[src/rtl/instr_dispatch.sv]
// -----------------------------------------------------------------------------
// instr_dispatch
//
// Single-entry dispatch stage between the instruction FIFO and the four issue
// queues (ALU, BRU, LSU, CSR) plus the reorder buffer. The FIFO head is popped
// into a hold register. From there it is dispatched to the queue selected by its
// 2-bit unit field, and a ROB entry is allocated in the same cycle.
//
// CSR instructions are serialising. They wait in SERIAL until the ROB has
// drained, and only then dispatch.
//
// Parameters:
//   DW        micro-instruction width
//   UNIT_LSB  LSB of the 2-bit unit field (00 ALU, 01 BRU, 10 LSU, 11 CSR)
//   TAG_W     ROB tag width
//
// Ports:
//   CLK, RST                      clock, asynchronous active-high reset
//   instrFifo_empty/_data/_pop    instruction FIFO head interface
//   flush                         pipeline flush, discards the held instruction
//   rob_full, rob_empty, rob_push ROB status and allocate strobe
//   {alu,bru,lsu,csr}_full/_push  issue-queue status and push strobes
//   dispatch_data, dispatch_tag   held micro-instruction and its ROB tag
//   stall_cnt                     cycles spent holding without dispatching
//
// Optional feature macro: DISPATCH_PERF_CNT_EN
//   When it is defined, the saturating stall counter is built.
//   When it is undefined, stall_cnt is tied to 0.
//
// Handshake: every push/pop output is a single-cycle strobe. The consumer
// must act on the rising edge that ends the cycle in which the strobe is high.
// A push is only raised when the matching *_full input is low in that same
// cycle, so *_full acts as the inverted ready. All strobes are forced low
// while RST is high.
// -----------------------------------------------------------------------------
module instr_dispatch #(
    parameter int DW       = 64,
    parameter int UNIT_LSB = 0,
    parameter int TAG_W    = 4
) (
    input  logic             CLK,
    input  logic             RST,
    input  logic             instrFifo_empty,
    input  logic [DW-1:0]    instrFifo_data,
    output logic             instrFifo_pop,
    input  logic             flush,
    input  logic             rob_full,
    input  logic             rob_empty,
    output logic             rob_push,
    input  logic             alu_full,
    input  logic             bru_full,
    input  logic             lsu_full,
    input  logic             csr_full,
    output logic             alu_push,
    output logic             bru_push,
    output logic             lsu_push,
    output logic             csr_push,
    output logic [DW-1:0]    dispatch_data,
    output logic [TAG_W-1:0] dispatch_tag,
    output logic [31:0]      stall_cnt
);

    typedef enum logic [1:0] {
        ST_EMPTY  = 2'd0,
        ST_HELD   = 2'd1,
        ST_SERIAL = 2'd2
    } state_t;

    localparam logic [1:0] UNIT_ALU = 2'b00;
    localparam logic [1:0] UNIT_BRU = 2'b01;
    localparam logic [1:0] UNIT_LSU = 2'b10;
    localparam logic [1:0] UNIT_CSR = 2'b11;

    state_t           state_q;
    state_t           state_d;
    logic [DW-1:0]    hold_q;
    logic [TAG_W-1:0] tag_q;
    logic [1:0]       unit;
    logic             target_full;
    logic             fire;
    logic             pop;

    assign unit = hold_q[UNIT_LSB +: 2];

    always_comb begin
        target_full = alu_full;
        case (unit)
            UNIT_ALU: target_full = alu_full;
            UNIT_BRU: target_full = bru_full;
            UNIT_LSU: target_full = lsu_full;
            default:  target_full = csr_full;
        endcase
    end

    // Next-state and fire/pop decode.
    always_comb begin
        fire    = 1'b0;
        pop     = 1'b0;
        state_d = state_q;

        case (state_q)
            // A CSR head never fires from HELD. It first parks in SERIAL.
            ST_HELD:   fire = (unit != UNIT_CSR) && !target_full && !rob_full && !flush;
            ST_SERIAL: fire = rob_empty && !csr_full && !rob_full && !flush;
            default:   fire = 1'b0;
        endcase

        // Refill on the same cycle as a dispatch to sustain one instruction per cycle.
        pop = !instrFifo_empty && !flush && ((state_q == ST_EMPTY) || fire);

        case (state_q)
            ST_EMPTY: begin
                if (pop) state_d = ST_HELD;
            end
            ST_HELD: begin
                if (fire)                  state_d = pop ? ST_HELD : ST_EMPTY;
                else if (unit == UNIT_CSR) state_d = ST_SERIAL;
                else                       state_d = ST_HELD;
            end
            ST_SERIAL: begin
                if (fire) state_d = pop ? ST_HELD : ST_EMPTY;
            end
            default: state_d = ST_EMPTY;
        endcase

        if (flush) state_d = ST_EMPTY;
    end

    always_ff @(posedge CLK or posedge RST) begin
        if (RST) begin
            state_q <= ST_EMPTY;
            hold_q  <= '0;
            tag_q   <= '0;
        end else begin
            state_q <= state_d;
            if (flush)    hold_q <= '0;
            else if (pop) hold_q <= instrFifo_data;
            // The tag counter wraps naturally at 2^TAG_W.
            if (fire)     tag_q  <= tag_q + 1'b1;
        end
    end

    // Strobes are gated by RST so they are low for the whole reset pulse.
    // The state register alone would not guarantee this: it is already EMPTY
    // during reset, which would otherwise allow a pop.
    assign instrFifo_pop = pop && !RST;
    assign rob_push      = fire && !RST;
    assign alu_push      = fire && !RST && (unit == UNIT_ALU);
    assign bru_push      = fire && !RST && (unit == UNIT_BRU);
    assign lsu_push      = fire && !RST && (unit == UNIT_LSU);
    assign csr_push      = fire && !RST && (unit == UNIT_CSR);

    assign dispatch_data = hold_q;
    assign dispatch_tag  = tag_q;

`ifdef DISPATCH_PERF_CNT_EN
    logic [31:0] stall_q;

    always_ff @(posedge CLK or posedge RST) begin
        if (RST) begin
            stall_q <= '0;
        end else if (((state_q == ST_HELD) || (state_q == ST_SERIAL)) && !fire &&
                     (stall_q != 32'hFFFF_FFFF)) begin
            stall_q <= stall_q + 32'd1;
        end
    end

    assign stall_cnt = stall_q;
`else
    assign stall_cnt = 32'd0;
`endif

endmodule

[config.mk]
export PLATFORM = sky130hd
export DESIGN_NAME = instr_dispatch
export DESIGN_NICKNAME = d
export VERILOG_FILES = /design/src/rtl/instr_dispatch.sv
export SDC_FILE = /design/constraint.sdc
export NUM_CORES = 1
export LEC_CHECK = 0
export ABC_CLOCK_PERIOD_IN_PS = 2100
export CORE_MARGIN = 4
export CORE_UTILIZATION = 30
export DETAILED_ROUTE_END_ITERATION = 8
export GPL_ROUTABILITY_DRIVEN = 1
export GPL_TIMING_DRIVEN = 0
export MAX_ROUTING_LAYER = met4
export PLACE_DENSITY_LB_ADDON = 0.15
export SETUP_SLACK_MARGIN = 0.3
export SLEW_MARGIN = 40
export SYNTH_ARGS = -nofsm -noshare
export SYNTH_HDL_FRONTEND = slang
export SYNTH_SLANG_ARGS = --single-unit
[constraint.sdc]
create_clock -name CLK -period 2.1 [get_ports CLK]
set_clock_uncertainty 0.15 [all_clocks]
set_input_delay 0.21 -clock CLK [delete_from_list [all_inputs] [get_ports CLK]]
set_output_delay 0.21 -clock CLK [all_outputs]
set_load 0.05 [all_outputs]
=== After elaboration in Yosys (flattened, before gate mapping) ===
Cells that the tools add are included.

* $add $sub $neg: 1
* Reduce and logical (&&, ||, !) cells: 25
* Mux-type cells: 11
* Eq/ne operators: 8

{| class="wikitable"
|+ Operators by type and width
! kind !! count
|-
| $mux 64 || 2
|-
| $logic_and 1x1->1 || 14
|-
| $mux 2 || 5
|-
| $eq 2x2->1 const B || 3
|-
| $logic_not 1->1 || 6
|-
| $ne 3x3->1 const B || 2
|-
| $pmux 2 s3 || 1
|-
| $add 4x1->4 const B || 1
|-
| $eq 2x1->1 const B || 2
|-
| $logic_not 2->1 || 2
|-
| $pmux 1 s3 || 1
|-
| $ne 2x2->1 const B || 1
|-
| $pmux 1 s2 || 1
|-
| $reduce_and 2->1 || 1
|-
| $reduce_bool 2->1 || 1
|-
| $logic_or 1x1->1 || 1
|-
| $mux 1 || 1
|}

* Logic and storage cells: 48
* Bits in registers: 70
* Output and inout port bits: 106

=== Logic depth before layout (Yosys ltp) ===
* Depth after elaboration: 13
* Mapped depth: 8

=== Least setup slack after synthesis ===
Ideal clock, no wire load.

* Kind: register to output
* From: register state_q[1]
* To: output port lsu_push
* Path buffers: 0
* Data arrival time: 3,081 ps
* Cell stages (with the launch flop): 7
* Data required time: 1,740 ps
* Path slack: -1,341 ps
* Cell sequence: dfrtp_1 -> inv_1 -> ha_1 -> nand2b_1 -> a211oi_1 -> nand2_1 -> nor4b_1

* Word-level cells in the longest chain between the ends: 4
* Elaborated cells between the ends (all ways): 5
* Classes of those cells: eq/ne: 2; mux: 1; reduce/logical: 2

{| class="wikitable"
|+ RTL lines
! item !! line !! text
|-
| start, declared || 74 || <nowiki>state_t state_q;</nowiki>
|-
| start signal, assigned || 135 || <nowiki>state_q <= state_d;</nowiki>
|-
| $eq 2x2->1 / $eq 2x1->1 (equally long branches) || 101 || <nowiki>case (state_q)</nowiki>
|-
| $pmux 1 s2 (*) || 101 ||
|-
| $logic_and 1x1->1 (*) (2 in a row) || 150 || <nowiki>assign lsu_push = fire && !RST && (unit == UNIT_LSU);</nowiki>
|-
| end, declared || 56 || <nowiki>output logic lsu_push,</nowiki>
|}

Mark *: on every way between the ends. The rest lies on a longest branch, timed or not.

=== Worst setup path in the final report ===
* From: register state_q[0]
* To: register hold_q[19] (netlist: dispatch_data[19])

* Word-level cells in the longest chain between the ends: 5
* Elaborated cells between the ends (all ways): 7
* Classes of those cells: eq/ne: 2; mux: 1; reduce/logical: 4

{| class="wikitable"
|+ RTL lines
! item !! line !! text
|-
| $eq 2x2->1 / $eq 2x1->1 (equally long branches) || 101 ||
|-
| $pmux 1 s2 || 101 ||
|-
| $logic_or 1x1->1 (*) || 109 || <nowiki>pop = !instrFifo_empty && !flush && ((state_q == ST_EMPTY) || fire);</nowiki>
|-
| $logic_and 1x1->1 (*) || 109 ||
|-
| $reduce_bool 2->1 (no source line) (*) || -- ||
|-
| end signal, assigned || 137 || <nowiki>else if (pop) hold_q <= instrFifo_data;</nowiki>
|-
| end, declared || 76 || <nowiki>logic [DW-1:0] hold_q;</nowiki>
|}

Marked as above.
A chain may end at the register's enable or synchronous reset.

==> parameters.txt <==
Parameter                              Value

Die
  Die Height ... 117 um
  Width of the chip ... 117 um
  Number of primary I/O pins ... 180
  Die ar. ... 13700 um^2
  Core area ... 11500 um^2
  Starting utilization of the core area ... 30.9%
  Cell Rows ... 39

Timing
  Fin. max-slew vios ... 0
  Final setup violation count ... 73
  Setup repair after global routing missed its margin ... true
  Highest achievable clock rate ... 417 MHz
  Period utilization ... 114%
  Time the final worst path needs with I/O delays and setup ... 2.40 ns
  Slew of the pin with the lowest slew margin ... 0.670 ns
  Relative slew margins ... 55.2%
  Worst slack on hold paths ... 0.311 ns
  Post-layout worst setup margin ... -0.297 ns
  Hold violation count in the final report ... 0

Critical path
  Type of the worst setup path ... reg -> reg
  Required @ worst endpoint ... 2.16 ns
  Cell family with most CP delay ... buffers and inverters
  Number of logic stages on the critical path including buffering ... 11
  Critical path endpoint category ... flip-flop
  Worst Setup Start Kind ... flip-flop
  Largest fanout on the critical path ... 5
  Cell-by-cell trace of the critical path ... inv_2 -> ha_4 -> nand2b_4 -> a2111oi_4 -> a21oi_4 -> buf_6 -> buf_12 -> buf_12 -> buf_12 -> buf_12 -> mux2_4
  Reg-to-reg setup timing slack ... -0.30 ns
  CP Data Arrival Time ... 2.45 ns
  Critical path's largest stage delay ... 0.37 ns
  R2R depth ... 11
  Max stage delay cell, worst path ... dfrtp_1
  Count of buffering cells on the critical path with inverters included ... 6
  Top cell by count, worst path ... buf_12

Clock network
  Clock tree sinks ... 70
  Count of hold buffers inserted by post-cts repair ... 0
  Clk Latency, worst-skew pair ... 0.33 ns
  Clk Tree Root Cell ... clkbuf_16
  Number of buffers on the longest clock path ... 2
  Clock tree from TritonCTS ... built
  Clock slew seen by the registers of the worst setup and hold paths ... 0.06 ns
  Level count of the clock H-tree ... 3
  Number of buffers created by CTS ... 9

Layout
  Post-synthesis to final-layout area growth ... 87.0%
  Commonest non-fill, non-tap cells in the layout ... clkdlybuf4s50_1 (73), dfrtp_1 (68), dlygate4sd2_1 (66), mux2_4 (64), nor2b_1 (63)
  Final net count ... 602
  Share of final-layout standard cells stronger than drive strength 1 ... 36.2%
  Number of cells in the finished layout apart from fillers ... 670
  Cell area after layout ... 6650 um^2
  Diode count ... 0
  Leading cell type in the layout, fill and taps excluded ... clkdlybuf4s50_1

Job
  # Max-Cap Violations ... 0

Detailed routing
  Number of vias in the routed layout ... 2848
  First DRT Iteration DRCs ... 98
  DRC violations left ... 0
  Avg WL per Cell ... 15.7 um
  Router iterations before antenna repair ... 4
  Routed via count divided by cell count ... 4.25
  Final ANT Viol Nets ... 0
  Post-Route WL ... 10500 um

Global routing
  Maximum number of pins on one net before global-route repair ... 25
  Number of antenna violations at the first check in global routing ... 0
  Vias in the first global route ... 3092
  Gr ovfl total ... 0
  First-pass GRT wire length ... 16300 um
  Global Route Usage Sum ... 16.1%

Power and ir drop
  Reported leakage power ... 3.46 nW
  Peak supply drop ... 0.470 mV
  Power per standard cell area ... 755 nW/um^2
  Overall power after layout ... 0.00503 W

Hold path
  Class of the tightest hold or removal check ... reg -> reg
  Instance count along the most critical hold path ... 1

Synthesis
  FFs w/ async S/R, synth ... 100%
  Post-synthesis sequential area ratio ... 49.2%
  Average size of a mapped cell ... 12.1 um^2
  Post-Syn Instances ... 293
  Warnings from Yosys ... 0
  Distinct cell type count after synthesis ... 33
  Netlist area before placement ... 3560 um^2
  Cell type with the highest aggregate area in the netlist ... dfrtp_1
  Area share of the largest cell type after synthesis ... 49.2%
  FF+latch count, synth ... 70
  Largest cells by area after synthesis ... dfrtp_1 (49%), mux2_1 (21%), nor2b_1 (11%), buf_4 (7.0%), ha_1 (1.8%)
  Number of flops mapped to enable cells by yosys ... 0
  Most instantiated flip-flop cell in the synthesis netlist ... dfrtp_1

Placement
  RD Place Congestion ... 0.765
  Total half-perimeter wirelength after legalization and detailed placement ... 7240 um
  Number of cells after detailed placement ... 617
  Cell Area, Placed ... 5780 um^2
  PortBufs ... 147

Status
  Violated checks ... negative setup slack
  Run status ... finished, violations left
sequential cells by signal, summed over array words and instances, names as in the netlist:
register / flops
state_q: 2
dispatch_data: 64
dispatch_tag: 4
layer usage:
metal  up-vias  share of wire (%)  track usage (%)
li1       1386                  -                -
met1      1346                 43             19.8
met2       107                 50             26.0
met3         9                6.8             5.14
met4         0               0.94             3.67
met5         -                  0                -
cells in the mapped netlist, types with 2 or more instances:
cell type,n
dfrtp_1,70
mux2_1,65
nor2b_1,63
buf_4,33
clkbuf_1,7
inv_1,7
buf_6,5
ha_1,5
nand2_1,4
nor2_1,3
xnor2_1,3
a211oi_1,2
a31oi_1,2
nand2b_1,2
nand3_1,2
nor3b_1,2
nor4_1,2
stage by stage:
| stage | setup slack [ns] | utilization [%] | TNS, ns |
|---|---|---|---|
| finish | -0.297 | 57.8 | -15.16 |
| global route | -0.391 | 57.8 | -19.21 |
| global placement | -0.945 | 49.6 | -57.25 |
| floorplan | -0.164 | - | -7.58 |
| CTS | -0.321 | 56.9 | -11.08 |
| detailed placement | -0.955 | 50.2 | -22.99 |
logic make-up after synthesis:
family                   count (synthesis)  synth area share (%)
AO/OA/AOI/OAI                           11                  2.60
XOR/XNOR                                 3                 0.739
adder cells (fa/ha/maj)                  5                  1.76
buffers and inverters                   53                  10.2
flip-flops                              70                  49.2
multiplexers                            67                  21.2
other                                    1                 0.105
AND/OR/NAND/NOR                         83                  14.2
cell type report:
class,count,area [um^2]
fillers,970,4860
flip-flops and latches,70,1760
clock buffers,9,225
inverters,7,30.0
repair buffers,188,2000
clock inverters,6,87.6
well taps,143,179
plain buffers,46,398
multi-input cells,201,1970
final timing paths:
path,startpoint,endpoint
setup / recovery,state_q[0]$_DFFE_PP0P_,dispatch_data[19]$_DFFE_PP0P_
hold / removal,dispatch_tag[3]$_DFFE_PP0N_,dispatch_tag[3]$_DFFE_PP0N_
setup reg to reg,state_q[0]$_DFFE_PP0P_,dispatch_data[19]$_DFFE_PP0P_
hold reg to reg,dispatch_tag[3]$_DFFE_PP0N_,dispatch_tag[3]$_DFFE_PP0N_
max in group asynchronous,RST,dispatch_data[46]$_DFFE_PP0P_
min in group asynchronous,RST,dispatch_tag[1]$_DFFE_PP0N_
power breakdown:
group | internal [W] | leakage, nW | switching [W] | total [W]
registers | 0.00150 | 0.927 | 0.0000865 | 0.00159
clock network | 0.00103 | 0.155 | 0.000584 | 0.00162
logic | 0.000788 | 2.38 | 0.00103 | 0.00182
repair_timing:
| item | CTS | global route |
|---|---|---|
| pin swaps | 6 | 2 |
| resized for setup | 149 | 9 |
| endpoints found under the hold margin | 0 | 0 |
| gates cloned | 7 | 0 |
| setup endpoints to repair | 142 | 76 |
| buffers inserted | 24 | 7 |
No activity file was read; power rests on OpenSTA's default activity.
